## config.mk

```make
export PLATFORM = sky130hd
export DESIGN_NAME = multiplicador_4bits
export DESIGN_NICKNAME = d
export VERILOG_FILES = /design/src/rtl/mult_pkg.sv /design/src/rtl/Somador4Bits.sv /design/src/rtl/multiplicador_4bits.sv
export SDC_FILE = /design/constraint.sdc
export NUM_CORES = 1
export LEC_CHECK = 0
export ABC_AREA = 1
export CAP_MARGIN = 20
export CORE_MARGIN = 2
export CORE_UTILIZATION = 39
export DETAILED_ROUTE_END_ITERATION = 8
export SYNTH_ARGS = -nofsm -noshare
export SYNTH_HDL_FRONTEND = slang
export SYNTH_HIERARCHICAL = 1
export SYNTH_SLANG_ARGS = --single-unit
```

## constraint.sdc

```tcl
create_clock -name clk -period 2.9 [get_ports clk]
set_input_delay 0.29 -clock clk [delete_from_list [all_inputs] [get_ports clk]]
set_output_delay 0.29 -clock clk [all_outputs]
set_load 0.05 [all_outputs]
```

## src/rtl/mult_pkg.sv

```systemverilog
`default_nettype none
// ============================================================================
// Module   : mult_pkg
// Purpose  : Shared constants for the 4x4 shift-and-add multiplier.
//            Holds the state encoding, operand/product widths and the
//            iteration count.
// Ports    : none (package)
// Revision : 1.0 - initial release
// ============================================================================
package mult_pkg;

  localparam int W_OP   = 4;
  localparam int W_PROD = 8;
  localparam int N_ITER = 4;
  localparam int W_CNT  = 2;

  // One-hot encoding: busy/done decode from a single state bit each.
  localparam logic [2:0] ST_IDLE = 3'b001;
  localparam logic [2:0] ST_CALC = 3'b010;
  localparam logic [2:0] ST_DONE = 3'b100;

  // Counter value during the final iteration.
  localparam logic [W_CNT-1:0] LAST_CNT = W_CNT'(N_ITER - 1);

endpackage : mult_pkg
`default_nettype wire

```

## src/rtl/Somador4Bits.sv

```systemverilog
`default_nettype none
// ============================================================================
// Module   : Somador4Bits
// Purpose  : 4-bit unsigned ripple-carry adder (carry-in fixed at 0).
// Ports    : a, b      - 4-bit addends
//            sum       - 4-bit sum
//            carry_out - carry out of the MSB
// Revision : 1.0 - initial release
// ============================================================================
module Somador4Bits (
  input  logic [3:0] a,
  input  logic [3:0] b,
  output logic [3:0] sum,
  output logic       carry_out
);

  logic [4:0] carry;

  assign carry[0] = 1'b0;

  for (genvar i = 0; i < 4; i++) begin : g_bit
    assign sum[i]     = a[i] ^ b[i] ^ carry[i];
    assign carry[i+1] = (a[i] & b[i]) | (carry[i] & (a[i] ^ b[i]));
  end

  assign carry_out = carry[4];

endmodule : Somador4Bits
`default_nettype wire

```

## src/rtl/multiplicador_4bits.sv

```systemverilog
`default_nettype none
// ============================================================================
// Module   : multiplicador_4bits
// Purpose  : Sequential 4x4 unsigned shift-and-add multiplier. One operand
//            pair per start pulse, four iterations through Somador4Bits,
//            8-bit registered product with busy/done handshake.
// Ports    : clk     - clock, rising edge
//            rst_n   - synchronous active-low reset
//            start   - request, sampled only in IDLE
//            a, b    - multiplicand / multiplier, captured on accepted start
//            product - registered a*b, held until next completion or reset
//            busy    - high while iterating
//            done    - one-cycle completion pulse
// Revision : 1.0 - initial release
// ============================================================================
module multiplicador_4bits
  import mult_pkg::*;
(
  input  logic              clk,
  input  logic              rst_n,
  input  logic              start,
  input  logic [W_OP-1:0]   a,
  input  logic [W_OP-1:0]   b,
  output logic [W_PROD-1:0] product,
  output logic              busy,
  output logic              done
);

  logic [2:0]       state;
  logic [2:0]       state_next;
  logic [W_CNT-1:0] cnt;

  logic [W_OP-1:0]  m;
  logic [W_OP-1:0]  q;
  logic [W_OP-1:0]  acc;
  logic [W_OP-1:0]  addend;
  logic [W_OP-1:0]  sum;
  logic             carry_out;

  logic             accept;
  logic             last_iter;

  assign accept    = (state == ST_IDLE) && start;
  assign last_iter = (state == ST_CALC) && (cnt == LAST_CNT);

  // Operand mux: add the multiplicand only when the current multiplier bit is set.
  assign addend = q[0] ? m : '0;

  Somador4Bits u_adder (
    .a         (acc),
    .b         (addend),
    .sum       (sum),
    .carry_out (carry_out)
  );

  // State register and iteration counter.
  always_ff @(posedge clk) begin
    if (!rst_n) begin
      state <= ST_IDLE;
      cnt   <= '0;
    end else begin
      state <= state_next;
      if (state == ST_CALC)
        cnt <= cnt + 1'b1;
      else
        cnt <= '0;
    end
  end

  // Next-state logic.
  always_comb begin
    state_next = ST_IDLE;
    case (state)
      ST_IDLE: state_next = accept    ? ST_CALC : ST_IDLE;
      ST_CALC: state_next = last_iter ? ST_DONE : ST_CALC;
      ST_DONE: state_next = ST_IDLE;
      default: state_next = ST_IDLE;
    endcase
  end

  // Outputs decode straight from the one-hot state register.
  always_comb begin
    busy = (state == ST_CALC);
    done = (state == ST_DONE);
  end

  // Shift-register datapath. {carry_out,sum,q} shifted right by one:
  // carry_out becomes the new acc MSB, sum[0] drops into the q MSB and
  // the consumed multiplier bit q[0] falls off the end.
  always_ff @(posedge clk) begin
    if (!rst_n) begin
      m       <= '0;
      q       <= '0;
      acc     <= '0;
      product <= '0;
    end else if (accept) begin
      m   <= a;
      q   <= b;
      acc <= '0;
    end else if (state == ST_CALC) begin
      acc <= {carry_out, sum[W_OP-1:1]};
      q   <= {sum[0], q[W_OP-1:1]};
      if (last_iter)
        product <= {carry_out, sum, q[W_OP-1:1]};
    end
  end

endmodule : multiplicador_4bits
`default_nettype wire
```

After elaboration in Yosys (flattened, before gate mapping)
Index checks and enable logic that the tools add are counted.
{ "word_totals": {"wordCells": 42, "register_bits": 25, "output_inout_bits": 10, "in_bits": 11} }
{ "op_classes": {"addsub": 1, "reduce_logical": 6, "eq_ne": 4, "n_bitwise": 19, "n_mux": 6} }
{ "ops": {"columns": ["op", "n"], "rows": [
  ["$mux W4", 3],
  ["$and A1 B1 Y1", 7],
  ["$xor A1 B1 Y1", 7],
  ["$pmux W3 S2", 1],
  ["$eq A3 B1 Y1 const B", 1],
  ["$eq A3 B2 Y1 const B", 1],
  ["$eq A3 B3 Y1 const B", 1],
  ["$mux W3", 1],
  ["$or A1 B1 Y1", 3],
  ["$reduce_and A3 Y1", 1],
  ["$add A2 B1 Y2 const B", 1],
  ["$eq A2 B2 Y1 const B", 1],
  ["$logic_and A1 B1 Y1", 2],
  ["$mux W2", 1],
  ["$not A1 Y1", 2],
  ["$reduce_and A2 Y1", 1],
  ["$reduce_bool A2 Y1", 1],
  ["$reduce_or A2 Y1", 1]
]} }

Longest topological paths before layout
{ "logic_depth": {"ltp_word": 8, "ltp_mapped": 12, "mapped_depth_nobuf": 12} }

Modules after synthesis
Netlist, hierarchy kept.
{ "by_module_without_submodules": {"columns": ["module", "seq_area_each_um2", "n_inst", "cells_each", "area_each_um2"], "rows": [
  ["multiplicador_4bits", 500.5, 1, 131, 1053.5],
  ["Somador4Bits", 0.0, 1, 14, 110.1]
]} }

Least setup slack after synthesis
No wires, ideal clock.
{ "synth_path": {"path_type": "register to register", "from": "reg q[0]", "to": "reg product[6]", "period_less_slack_ns": 1.969, "setup_time_ns": 0.116, "required_time_ns": 2.784, "arrival_time_ns": 1.853, "path_slack_ns": 0.931, "path_buffers": 0, "path_stages_with_launch": 13, "cell_sequence": "dfxtp_1 nand2_1 inv_1 ha_1 inv_1 fa_1 inv_1 fa_1 inv_1 fa_1 inv_1 nor2_1 nor2_1"} }
{ "synth_via": {"elab_chain_cells": 7, "elab_cells_between_ends": 12, "cone_classes": "mux: 1; bitwise: 11"} }
{ "synth_lines": {"columns": ["element", "line", "rtl"], "rows": [
  ["from (decl)", "multiplicador_4bits.sv:34", "logic [W_OP-1:0] q;"],
  ["from (signal assigned)", "multiplicador_4bits.sv:102", "q <= {sum[0], q[W_OP-1:1]};"],
  ["$mux W4", "multiplicador_4bits.sv:47", "assign addend = q[0] ? m : '0;"],
  ["via addend[0]", "multiplicador_4bits.sv:36", "logic [W_OP-1:0] addend;"],
  ["$and A1 B1 Y1 (2 in series)", "Somador4Bits.sv:23", "assign carry[i+1] = (a[i] & b[i]) | (carry[i] & (a[i] ^ b[i]));"],
  ["$or A1 B1 Y1", "Somador4Bits.sv:23", null],
  ["$and A1 B1 Y1", "Somador4Bits.sv:23", null],
  ["$or A1 B1 Y1", "Somador4Bits.sv:23", null],
  ["$xor A1 B1 Y1", "Somador4Bits.sv:22", "assign sum[i] = a[i] ^ b[i] ^ carry[i];"],
  ["via sum[3]", "multiplicador_4bits.sv:37", "logic [W_OP-1:0] sum;"],
  ["to (signal assigned)", "multiplicador_4bits.sv:104", "product <= {carry_out, sum, q[W_OP-1:1]};"],
  ["to (decl)", "multiplicador_4bits.sv:24", "output logic [W_PROD-1:0] product,"]
]} }
The timed path passes the listed nets, and every way through them passes these cells.
A chain may end at the register's enable or synchronous reset.

Worst setup path after layout
{ "layout_path": {"from": "reg state[1]", "to": "out busy"} }
{ "layout_via": {"elab_chain_cells": 1} }
{ "layout_lines": {"columns": ["element", "line", "rtl"], "rows": [
  ["from (decl)", "multiplicador_4bits.sv:29", "logic [2:0] state;"],
  ["from (signal assigned)", "multiplicador_4bits.sv:62", "state <= state_next;"],
  ["$eq A3 B2 Y1", "multiplicador_4bits.sv:83", "busy = (state == ST_CALC);"],
  ["to (decl)", "multiplicador_4bits.sv:25", "output logic busy,"]
]} }
No other way between the ends.

==> summary.md <==
| Metric | Value |
|---|---|
| Layout Area Growth over Synthesis | `21.8%` |
| Logic pwr share | `12.0%` |
| Total iterations of the first detailed-routing run | `4` |
| Detail Placement HPWL | `1.71 mm` |
| Required time of the critical path | `2.61 ns` |
| Worst IR drop on VDD | `0.275 mV` |
| Wire length of the first global-routing pass | `4.08 mm` |
| Clock net sink count | `25` |
| Number of nets at the end of the flow | `184` |
| Library cell occupying the most area in the post-synthesis netlist | `dfxtp_1` |
| Synthesized area per cell | `8.02 µm²` |
| Maximum number of pins on one net before global-route repair | `15` |
| Vias in the first global route | `927` |
| Final Skew | `0.00267 ns` |
| Post-CTS clock slew at the launch and capture registers of the worst setup and hold paths | `0.14 ns` |
| Top-level port count | `21` |
| Netlist cell types | `21` |
| Power density relative to cell area | `420 nW/µm²` |
| Arrival time of data at the critical path endpoint | `2.08 ns` |
| CTS tree | `built` |
| Final total negative setup slack | `0 ns` |
| Switch share | `26.5%` |
| Category of the most critical setup path | `reg -> out` |
| Via density per instance | `4.75` |
| RD Place Congestion | `0.784` |
| Number of buffers created by CTS | `3` |
| Max-Slew Margin vs Limit | `66.6%` |
| Switching component of the power | `0.158 mW` |
| Final setup violating endpoints | `0` |
| H-Tree Level Count | `1` |
| # Post-CTS Setup Buffers | `0` |
| Internal power consumption | `0.437 mW` |
| Post-CTS sizing | `0` |
| Share of cells above drive strength 1 | `11.4%` |
| Flop and latch count out of synthesis | `25` |
| Filler instances | `295` |
| Average wire per standard cell | `11.8 µm` |
| Antenna violations before repair | `0` |
| Final std cells w/o fill | `198` |
| Final critical-path share of the clock period | `81.7%` |
| Seq/Total Area, Yosys | `43.0%` |
| Count of vias placed by the detailed router | `941` |
| Capturing element type of the critical path | `output pin` |
| Largest cells by area after synthesis | `dfxtp_1, nand2_1, nor2_1` |
| Global route overflow | `0` |
| Part of the total power dissipated in the clock network | `26.6%` |
| Worst hold-check path type | `reg -> reg` |
| Slew at the pin closest to its max-slew limit | `0.499 ns` |
| Clk buf depth | `2` |
| Sequential cell area | `500 µm²` |
| Floorplan row count | `19` |
| Ys Warns | `6` |
| Outcome | `completed` |
| Die boundary height | `58.6 µm` |
| Synthesized area | `1160 µm²` |
| Peak Freq | `422 MHz` |
| Clk Latency, worst-skew pair | `0.32 ns` |
| Count of port buffers added during placement | `20` |
| Post-Place Cells | `194` |
| Startpoint kind of the worst setup timing path | `flop` |
| Final number of hold-violating endpoints | `0` |
| Antenna Violating Nets Remaining | `0` |
| Number of DRC markers after the initial detailed-route iteration | `33` |
| Count of max-cap constraint violations | `0` |
| Worst-case hold slack | `0.427 ns` |
| Max FO, Critical Path | `8` |
| Wire length reported by the detailed router | `2.33 mm` |
| Cells after synthesis | `145` |
| Die Wd | `58.6 µm` |
| Starting density of the core | `41.5%` |
| Antenna cells | `0` |
| Core ar. | `2810 µm²` |
| Footprint of the multi-input gates | `564 µm²` |
| Setup repair after global routing missed its margin | `no` |
| Nets in the synthesized netlist | `161` |
| Die area | `3440 µm²` |
| Share of total power in sequential cells | `61.4%` |
| Post-CTS Hold Buffers | `0` |
| Root Driver | `clkbuf_4` |
| DR DRC count | `0` |
| Fin util | `50.5%` |
| Final critical-path required period | `2.37 ns` |
| Leakage power of the design | `0.623 nW` |
| Final Slew Violations | `0` |
| Global router's overall resource usage | `15.5%` |
| Share of Yosys cell area claimed by the top area cell type | `43.0%` |
## power groups by stage
stage / logic (mW) / clock network (mW) / registers (mW)
2_1_floorplan: 0.0521 / 0 / 0.368
3_3_place_gp: 0.0714 / 0 / 0.373
3_5_place_dp: 0.0723 / 0 / 0.373
4_1_cts: 0.0727 / 0.165 / 0.365
5_1_grt: 0.0803 / 0.176 / 0.367
6_report: 0.0714 / 0.158 / 0.365
## worst max-delay path, cell delays in order, from the launching register on
cell and delay [ns]:
dfxtp_1 0.61, nand2_4 0.09, nor2_4 0.21, clkdlybuf4s50_1 0.85
## per-stage QoR
| step | power [mW] | instance area (µm²) | worst slack (ns) |
|---|---|---|---|
| 2_1_floorplan | 0.420 | 1160 | 0.931 |
| 3_3_place_gp | 0.444 | 1390 | 0.877 |
| 3_5_place_dp | 0.445 | 1390 | 0.826 |
| 4_1_cts | 0.603 | 1420 | 0.523 |
| 5_1_grt | 0.624 | 1420 | 0.428 |
| 6_report | 0.595 | 1420 | 0.531 |
## per-layer routing
metal	routed length (µm)	vias to the layer above	track usage, %
met2	1070	19	25.2
li1	-	500	-
met1	1110	418	20.2
met5	0	-	0
met3	120	4	5.27
met4	26	0	2.92
## kinds of logic after synthesis
family	after synthesis	synth area share, %
DFF	25	43.0
and+or+nand+nor	69	31.5
adders and majority gates	5	7.31
AOI/OAI and AO/OA	21	9.68
buffers and inverters	25	8.50
## area by class of cell
type                       count  area share (%)
clock buffer                   3            1.59
timing repair buffer          20            14.1
clock inverter                 1           0.353
tap                           31            2.74
sequential                    25            35.3
multi-input combinational     95            39.8
inverter                      23            6.09
## cell usage after synthesis
library cell	instances
nor2_8	1
ha_1	2
nand2_4	3
a21oi_2	2
nand2_1	22
nand3_4	1
nor3_1	1
dfxtp_1	25
buf_4	1
nand2_2	3
nand3b_1	2
nand4_1	2
nand3_1	9
inv_1	21
nor2_4	3
inv_2	2
o21ai_0	8
nor2_1	22
fa_1	3
a21oi_1	11
buf_2	1
## worst paths after layout
check	startpoint	endpoint	slack, ns	cells after the start
worst max register to register	q[0]	product[6]	0.80	12
worst min register to register	cnt[0]	cnt[0]	0.43	1
worst min-delay path	cnt[0]	cnt[0]	0.43	1
worst max-delay path	state[1]	busy	0.53	3
## flip-flops by register name, summed over array words and instances (netlist names)
name	count
product	8
m	4
acc	4
cnt	2
q	4
state	3
## placed cells by master (no fill, tap or decap), types with 2 or more instances in the layout
cell type / count
dfxtp_1: 25
nand2_1: 22
nor2_1: 22
inv_1: 21
clkdlybuf4s50_1: 20
a21oi_1: 11
nand3_1: 9
o21ai_0: 8
nand2_4: 3
nor2_4: 3
nand2_2: 3
clkbuf_4: 3
fa_1: 3
inv_2: 2
a21oi_2: 2
nand3b_1: 2
nand4_1: 2
ha_1: 2
No activity file was read; power rests on OpenSTA's default activity.
